$ cat src/rtl/stream_bus_bridge_irq.sv
// Stream-to-bus bridge for the audio output path.
// A DEPTH-entry FIFO is filled from a valid/ready producer and drained by CPU
// reads of the DATA register. Status, control, drop counter and a fill-level
// interrupt are exposed on a 4-register chipselect/read/write bus.
module stream_bus_bridge_irq #(
    parameter int DATA_SIZE      = 28,
    parameter int DEPTH          = 64,
    parameter int THRESH_DEFAULT = DEPTH / 2
) (
    input  logic                 clk_i,
    input  logic                 reset_i,
    input  logic                 chipselect_i,
    input  logic [1:0]           address_i,
    input  logic                 read_i,
    input  logic                 write_i,
    input  logic [31:0]          write_data_i,
    output logic [31:0]          read_data_o,
    input  logic                 source_valid_i,
    input  logic [DATA_SIZE-1:0] source_data_i,
    output logic                 source_ready_o,
    output logic                 irq_o
);

    localparam int            PW      = (DEPTH > 1) ? $clog2(DEPTH) : 1;
    localparam logic [PW-1:0] LAST    = PW'(DEPTH - 1);
    localparam logic [15:0]   DEPTH16 = 16'(DEPTH);
    localparam logic [15:0]   THR_RST = 16'(THRESH_DEFAULT);

    logic [DATA_SIZE-1:0] mem [DEPTH];

    logic [PW-1:0] wr_ptr_q, wr_ptr_d;
    logic [PW-1:0] rd_ptr_q, rd_ptr_d;
    logic [15:0]   count_q, count_d;
    logic [15:0]   thresh_q, thresh_d;
    logic [15:0]   drops_q, drops_d;
    logic          irq_en_q, irq_en_d;
    logic          ovf_q, ovf_d;
    logic          udf_q, udf_d;
    logic          irq_q, irq_d;
    logic [31:0]   rdata_q, rdata_d;

    logic rd_acc, wr_acc, empty, full;
    logic flush, push, pop, drop, underflow;

    assign rd_acc    = chipselect_i && read_i;
    assign wr_acc    = chipselect_i && write_i;
    assign empty     = (count_q == 16'd0);
    assign full      = (count_q == DEPTH16);
    // Ready depends only on the registered count, so a same-cycle pop on a
    // full FIFO cannot open space for the push.
    assign source_ready_o = !full;

    assign flush     = wr_acc && (address_i == 2'd2) && write_data_i[17];
    assign push      = source_valid_i && !full && !flush;
    // A full-FIFO push attempt during a flush is discarded silently.
    assign drop      = source_valid_i && full && !flush;
    assign pop       = rd_acc && (address_i == 2'd0) && !empty;
    assign underflow = rd_acc && (address_i == 2'd0) && empty;

    // Next-state for pointers, count, flags, config, drops, irq and read data.
    always_comb begin
        wr_ptr_d = wr_ptr_q;
        rd_ptr_d = rd_ptr_q;
        count_d  = count_q;
        thresh_d = thresh_q;
        irq_en_d = irq_en_q;
        drops_d  = drops_q;
        ovf_d    = ovf_q;
        udf_d    = udf_q;
        rdata_d  = rdata_q;

        if (push) wr_ptr_d = (wr_ptr_q == LAST) ? '0 : wr_ptr_q + 1'b1;
        if (pop)  rd_ptr_d = (rd_ptr_q == LAST) ? '0 : rd_ptr_q + 1'b1;
        case ({push, pop})
            2'b10:   count_d = count_q + 16'd1;
            2'b01:   count_d = count_q - 16'd1;
            default: count_d = count_q;
        endcase
        if (flush) begin
            wr_ptr_d = '0;
            rd_ptr_d = '0;
            count_d  = 16'd0;
        end

        if (wr_acc && address_i == 2'd2) begin
            thresh_d = write_data_i[15:0];
            irq_en_d = write_data_i[16];
        end

        // Clears are applied first so a same-cycle set wins.
        if (wr_acc && address_i == 2'd1 && write_data_i[18]) ovf_d = 1'b0;
        if (wr_acc && address_i == 2'd1 && write_data_i[19]) udf_d = 1'b0;
        if (drop)      ovf_d = 1'b1;
        if (underflow) udf_d = 1'b1;

        if (wr_acc && address_i == 2'd3) drops_d = 16'd0;
        if (drop && drops_d != 16'hFFFF) drops_d = drops_d + 16'd1;

        if (rd_acc) begin
            case (address_i)
                2'd0:    rdata_d = empty ? 32'd0 : 32'(mem[rd_ptr_q]);
                2'd1:    rdata_d = {11'd0, irq_q, udf_q, ovf_q, full, empty, count_q};
                2'd2:    rdata_d = {15'd0, irq_en_q, thresh_q};
                default: rdata_d = {16'd0, drops_q};
            endcase
        end

        irq_d = irq_en_d && (thresh_d != 16'd0) && (count_d >= thresh_d);
    end

    // State registers with synchronous reset.
    always_ff @(posedge clk_i) begin
        if (reset_i) begin
            wr_ptr_q <= '0;
            rd_ptr_q <= '0;
            count_q  <= 16'd0;
            thresh_q <= THR_RST;
            irq_en_q <= 1'b0;
            drops_q  <= 16'd0;
            ovf_q    <= 1'b0;
            udf_q    <= 1'b0;
            irq_q    <= 1'b0;
            rdata_q  <= 32'd0;
        end else begin
            wr_ptr_q <= wr_ptr_d;
            rd_ptr_q <= rd_ptr_d;
            count_q  <= count_d;
            thresh_q <= thresh_d;
            irq_en_q <= irq_en_d;
            drops_q  <= drops_d;
            ovf_q    <= ovf_d;
            udf_q    <= udf_d;
            irq_q    <= irq_d;
            rdata_q  <= rdata_d;
        end
    end

    // FIFO storage; contents need no reset since count gates every read.
    always_ff @(posedge clk_i) begin
        if (push) mem[wr_ptr_q] <= source_data_i;
    end

    assign read_data_o = rdata_q;
    assign irq_o       = irq_q;

endmodule

$ cat config.mk
export PLATFORM = sky130hd
export DESIGN_NAME = stream_bus_bridge_irq
export DESIGN_NICKNAME = d
export VERILOG_FILES = /design/src/rtl/stream_bus_bridge_irq.sv
export SDC_FILE = /design/constraint.sdc
export NUM_CORES = 2
export LEC_CHECK = 0
export ABC_AREA = 0
export CAP_MARGIN = 20
export CORE_MARGIN = 2
export CORE_UTILIZATION = 56
export DETAILED_ROUTE_END_ITERATION = 12
export PLACE_DENSITY = 0.84
export SYNTH_ARGS = -nofsm -noshare
export SYNTH_HDL_FRONTEND = slang
export SYNTH_SLANG_ARGS = --single-unit
$ cat constraint.sdc
create_clock -name clk_i -period 5.81 [get_ports clk_i]
set_input_delay 1.162 -clock clk_i [delete_from_list [all_inputs] [get_ports clk_i]]
set_output_delay 1.162 -clock clk_i [all_outputs]
set_load 0.01 [all_outputs]
; Yosys cells after proc, flatten, opt, wreduce, memory -nomap -nowiden
; Memories as Yosys holds them, arrays and structs flattened. A register that Yosys moved wholly into a read port is not among the register bits.
; Cells that the tools add are included.
[word_totals]
register_bits = 96
mem_bits_rw = 1792
inputBits = 68
out_inout_bits = 34
word_cells = 71
mem_count = 1
[mem_list]
columns = memory, depth, width, rd, rd_clocked_by_memory_dff, wr, line_no
row1 = mem, 64, 28, 1, 1, 1, 29  ; logic [DATA_SIZE-1:0] mem [DEPTH];
[classes]
add_sub_neg = 5
magnitude_cmp = 1
n_eq_ne = 9
n_mux = 18
n_reduce_logical = 27
[ops]
columns = op, n
row1 = case mux 28 bit (3 select lines), 1
row2 = two-way mux 16 bit, 4
row3 = "adder 16 x 1 -> 16 bit, second input constant", 2
row4 = case mux 16 bit (2 select lines), 1
row5 = two-way mux 28 bit, 1
row6 = two-way mux 6 bit, 4
row7 = logical AND 1 bit, 18
row8 = "== test 16 x 7 -> 1 bit, second input constant", 1
row9 = >= comparator 16 bit, 1
row10 = logical NOT 16 bit, 1
row11 = "!= test 16 bit, second input constant", 1
row12 = nonzero test 16 bit, 1
row13 = "subtractor 16 x 1 -> 16 bit, second input constant", 1
row14 = "adder 6 x 1 -> 6 bit, second input constant", 2
row15 = "== test 6 bit, second input constant", 2
row16 = two-way mux 1 bit, 7
row17 = "== test 2 bit, second input constant", 3
row18 = "== test 2 x 1 -> 1 bit, second input constant", 2
row19 = nonzero test 2 bit, 2
row20 = logical NOT 1 bit, 3
row21 = logical NOT 2 bit, 1
row22 = OR reduction 2 bit, 1

; Logic depth before layout (Yosys ltp)
[depth]
depth_word = 10
depth_mapped = 26
mapped_depth_nobuf = 21

; Worst setup path before layout
; No wires, ideal clock.
[synth_timing]
kind = input -> register
startpoint = in address_i[0]
endpoint = reg irq_q, in the netlist irq_o
setup_ps = 120
t_arrival_ps = 5477
required_time_ps = 5690
slack_ps = 213
cell_stages = 24
path_buffers = 4
path_cell_list = nand4b_1 > nor2_1 > nor3b_2 > inv_1 > ha_1 > clkbuf_1 > buf_2 > clkbuf_1 > clkbuf_1 > xor2_1 > ha_1 > and3b_1 > o21ai_0 > a21oi_1 > or4_1 > a21oi_1 > xnor2_1 > nor2_1 > ha_1 > a21o_1 > a21oi_1 > o211ai_1 > nand3_1 > a21oi_1
[synth_between]
elab_chain_len = 10
elab_cells_between_ends = 18
classes_between = 1 x order compare / 3 x eq/ne / 4 x mux / 10 x reduce/logical
[synth_lines]
columns = element, line_no
row1 = start: declaration, 13  ; input logic [1:0] address_i,
row2 = == test 2 bit, 53  ; assign flush = wr_acc && (address_i == 2'd2) && write_data_i[17];
row3 = logical AND 1 bit (2 in series), 53
row4 = logical NOT 1 bit, 54  ; assign push = source_valid_i && !full && !flush;
row5 = logical AND 1 bit, 54
row6 = == test 2 x 1 -> 1 bit or == test 2 bit (tied branches), 74  ; case ({push, pop})
row7 = case mux 16 bit (2 select lines), 74
row8 = two-way mux 16 bit *, 79  ; if (flush) begin
row9 = via count_d[10], 33  ; logic [15:0] count_q, count_d;
row10 = >= comparator 16 bit *, 108  ; irq_d = irq_en_d && (thresh_d != 16'd0) && (count_d >= thresh_d);
row11 = logical AND 1 bit *, 108
row12 = end signal: assignment, 133  ; irq_q <= irq_d;
row13 = end: declaration, 39  ; logic irq_q, irq_d;
; Mark *: on every way through the listed nets, which the timed path passes. The rest lies on a longest branch.
; A chain may end at the register's enable or synchronous reset.

; Worst setup path after layout
[layout_timing]
startpoint = in chipselect_i
endpoint = reg irq_q, in the netlist irq_o
[layout_between]
elab_chain_len = 10
elab_cells_between_ends = 18
classes_between = 1 x order compare / 2 x eq/ne / 4 x mux / 11 x reduce/logical
[layout_lines]
columns = element, line_no
row1 = start: declaration, 12  ; input logic chipselect_i,
row2 = logical AND 1 bit, 46  ; assign wr_acc = chipselect_i && write_i;
row3 = logical AND 1 bit (2 in series), 53
row4 = logical NOT 1 bit, 54
row5 = logical AND 1 bit, 54
row6 = == test 2 x 1 -> 1 bit or == test 2 bit (tied branches), 74
row7 = case mux 16 bit (2 select lines), 74
row8 = two-way mux 16 bit *, 79
row9 = via count_d[9], 33
row10 = >= comparator 16 bit *, 108
row11 = logical AND 1 bit *, 108
; Marks and branches as above.

==> out/metrics.csv <==
metric,value,unit
peakVddDrop,0.283,mV
r2r-start,count_q[3],
grt_pass1_vias,41010,
start_util,56.3,%
drc,0,
crit_start,chipselect_i,
grtUsageTotal,32.5,%
whs,0.509,ns
status,completed,
vias,41808,
ys_seq_area_share,75.6,%
critical_path.cell_chain,clkdlybuf4s50_1 > nand2_1 > nor3_1 > nor2b_1 > buf_4 > ha_1 > o21ai_0 > or2_2 > a2111o_1 > nand3_1 > xnor2_1 > nor2_1 > ha_1 > a21o_1 > a21o_1 > a21oi_1 > o211ai_1 > nand3_1 > a21oi_1,
max_slew_margin,9.34,%
fmax,0.204,GHz
hpwl,110,mm
gp_congestion,0.925,
rows,133,
met2_usage,50.7,%
async_flop_share,0,%
grt_antenna_before_repair,20,
io_buffers,85,
path_class,in2reg,
grt_pass1_wl,307,mm
htree_levels,4,
die-area,135000,um2
post_cts_buffers,0,
final_core_util,64.0,%
slowest_stage,clkdlybuf4s50_1,
path_clk_slew,0.07,ns
clockBufferDepth,3,
dr.first_iter.drc_count,9097,
finalSetupTns,0,ns
setup_viol,0,
wire_per_inst,39.6,um
ys.flop_type,edfxtp_1,
synth.ff_latch_count,1890,
finalWirelength,226,mm
critPathMaxFanout,9,
period_share,84.5,%
grt.busiest_layer,met2,
syn_area,73800,um2
cts.sinks,1890,
numCtsBuffers,176,
area_delta_synth_final,13.6,%
required,6.51,ns
cts_hold_buf,0,
synth_edf_count,1792,
gr-usage-met3,9.40,%
grt_use_met1,40.8,%
maxCapViolCount,0,
ant_nets,0,
endpoint_kind,flip-flop,
fin_skew,0.0467,ns
p_per_area,339,nW/um2
drive_above_1_share,26.7,%
dieWidth,367,um
final.min_clock_period,4.91,ns
cpPeakStageDelay,0.59,ns
cts_tree,yes,
tightest_slew,1.35,ns
holdCritPathClass,reg2reg,
p_leak,0.0260,uW
startpoint_type,primary input,
cp.arrival,5.61,ns
first_pass_iters,8,
min-delay-start,drops_q[14],
drt-vias-per-instance,7.33,
hold_violations,0,
fillers,8003,
postSynthAreaPerCell,20.5,um2
synth_cell_types,75,
fin_nets,3895,
rsz0062_at_grt,no,
cts_resized,0,
core_area,131000,um2
ios,102,
grt_remaining_overflow,0,
chipHeight,367,um
synthCells,3594,
drv_slew,0,
clock-root-buffer,clkbuf_16,
ys_warn_count,0,
clk_latency,0.82,ns
grt_max_degree,101,
## where the power goes
part	switching, uW	internal, uW	leakage, uW
sequential	61.8	14900	0.0169
combinational	814	469	0.00619
clock	5330	6780	0.00286
total	6210	22200	0.0260
## cell families (layout without fill, tap and decap cells)
kind of cell	after synthesis	after routing	synth area share [%]
other	1	8	0.00508
DFF	1890	1890	75.6
adders and majority gates	22	22	0.373
muxes	525	525	15.2
xor gates and xnor gates	35	35	0.415
AOI/OAI and AO/OA	440	440	4.09
buffers and inverters	235	586	1.40
and+or+nand+nor	446	446	2.95
## state kept, by name, summed over array words and instances (netlist names), named ones only
register     cells
mem           1792
read_data_o     28
count_q         16
drops_q         16
thresh_q        16
rd_ptr_q         6
wr_ptr_q         6
irq_en_q         1
irq_o            1
ovf_q            1
udf_q            1
## synth_stat cells (all sizes together) (8+ instances only)
| library cell | n | area [um2] |
|---|---|---|
| a211oi | 8 | 60.1 |
| a21o | 14 | 105 |
| a21oi | 103 | 515 |
| a221oi | 21 | 184 |
| a22o | 51 | 447 |
| a22oi | 122 | 916 |
| a31oi | 11 | 68.8 |
| and2 | 11 | 68.8 |
| and3 | 12 | 80.1 |
| buf | 99 | 522 |
| clkbuf | 126 | 473 |
| dfxtp | 98 | 1960 |
| edfxtp | 1792 | 53800 |
| ha | 22 | 275 |
| inv | 9 | 33.8 |
| mux2 | 27 | 304 |
| mux2i | 24 | 240 |
| mux4 | 474 | 10700 |
| nand2 | 68 | 255 |
| nand3 | 27 | 135 |
| nand3b | 8 | 60.1 |
| nand4 | 20 | 138 |
| nor2 | 204 | 766 |
| nor2b | 18 | 113 |
| nor3 | 23 | 115 |
| nor4 | 11 | 98.8 |
| o21ai | 52 | 260 |
| o22ai | 20 | 125 |
| xnor2 | 18 | 158 |
| xor2 | 17 | 149 |
## metrics by stage
stage	instances	setup slack, ns	area (um2)	power, uW
CTS	5676	0.941	83300	28200
global placement	5355	0.182	77500	16400
global route	5704	0.564	83900	28900
floorplan	3597	0.213	73800	15900
detailed placement	5355	0.160	77500	16500
finish	5707	0.898	83900	28400
## final timing paths
kind	end	cells after the start	slack [ns]
worst min-delay path	drops_q[14]	2	0.51
worst max-delay path	irq_o	19	0.90
worst max register to register	irq_o	21	0.93
worst min register to register	drops_q[14]	2	0.51
## worst max-delay path, delay by kind of cell
family,cells,cell delay (ns)
AO/OA/AOI/OAI,7,1.37
XOR/XNOR,1,0.15
adder cells (fa/ha/maj),2,0.70
buffers and inverters,2,0.82
AND/OR/NAND/NOR,7,1.41
## routing by layer
metal | wire length, um | vias to the layer above
li1 | - | 15458
met1 | 69300 | 20856
met2 | 106000 | 4446
met3 | 33700 | 1022
met4 | 16900 | 26
met5 | 298 | -
## layout make-up
class | instances | area [um2] | share of cell area (%)
sequential | 1890 | 55800 | 66.5
multi-input combinational | 1472 | 17500 | 20.9
clock buffer | 224 | 4740 | 5.65
timing repair buffer | 255 | 2460 | 2.94
tap | 1755 | 2200 | 2.62
clock inverter | 97 | 1110 | 1.32
inverter | 10 | 37.5 | 0.0448
antenna | 4 | 10.0 | 0.0119
## cell usage in the layout, fill, tap and decap left out, types with 9 or more instances in the layout
master / count
a21o_1: 14
a21oi_1: 103
a221oi_1: 21
a22o_1: 51
a22oi_1: 122
a31oi_1: 11
and2_1: 10
and3_1: 11
buf_12: 34
buf_2: 30
buf_4: 132
bufinv_16: 22
clkbuf_1: 36
clkbuf_16: 180
clkdlybuf4s50_1: 56
clkinv_1: 29
clkinv_2: 27
dfxtp_1: 93
edfxtp_1: 1792
ha_1: 22
mux2_2: 27
mux2i_1: 24
mux4_2: 474
nand2_1: 68
nand3_1: 27
nand4_1: 18
nor2_1: 139
nor2_4: 65
nor2b_1: 16
nor3_1: 23
nor4_1: 9
o21ai_0: 51
o22ai_1: 20
xnor2_1: 18
xor2_1: 17
No activity file was read; power rests on OpenSTA's default activity.
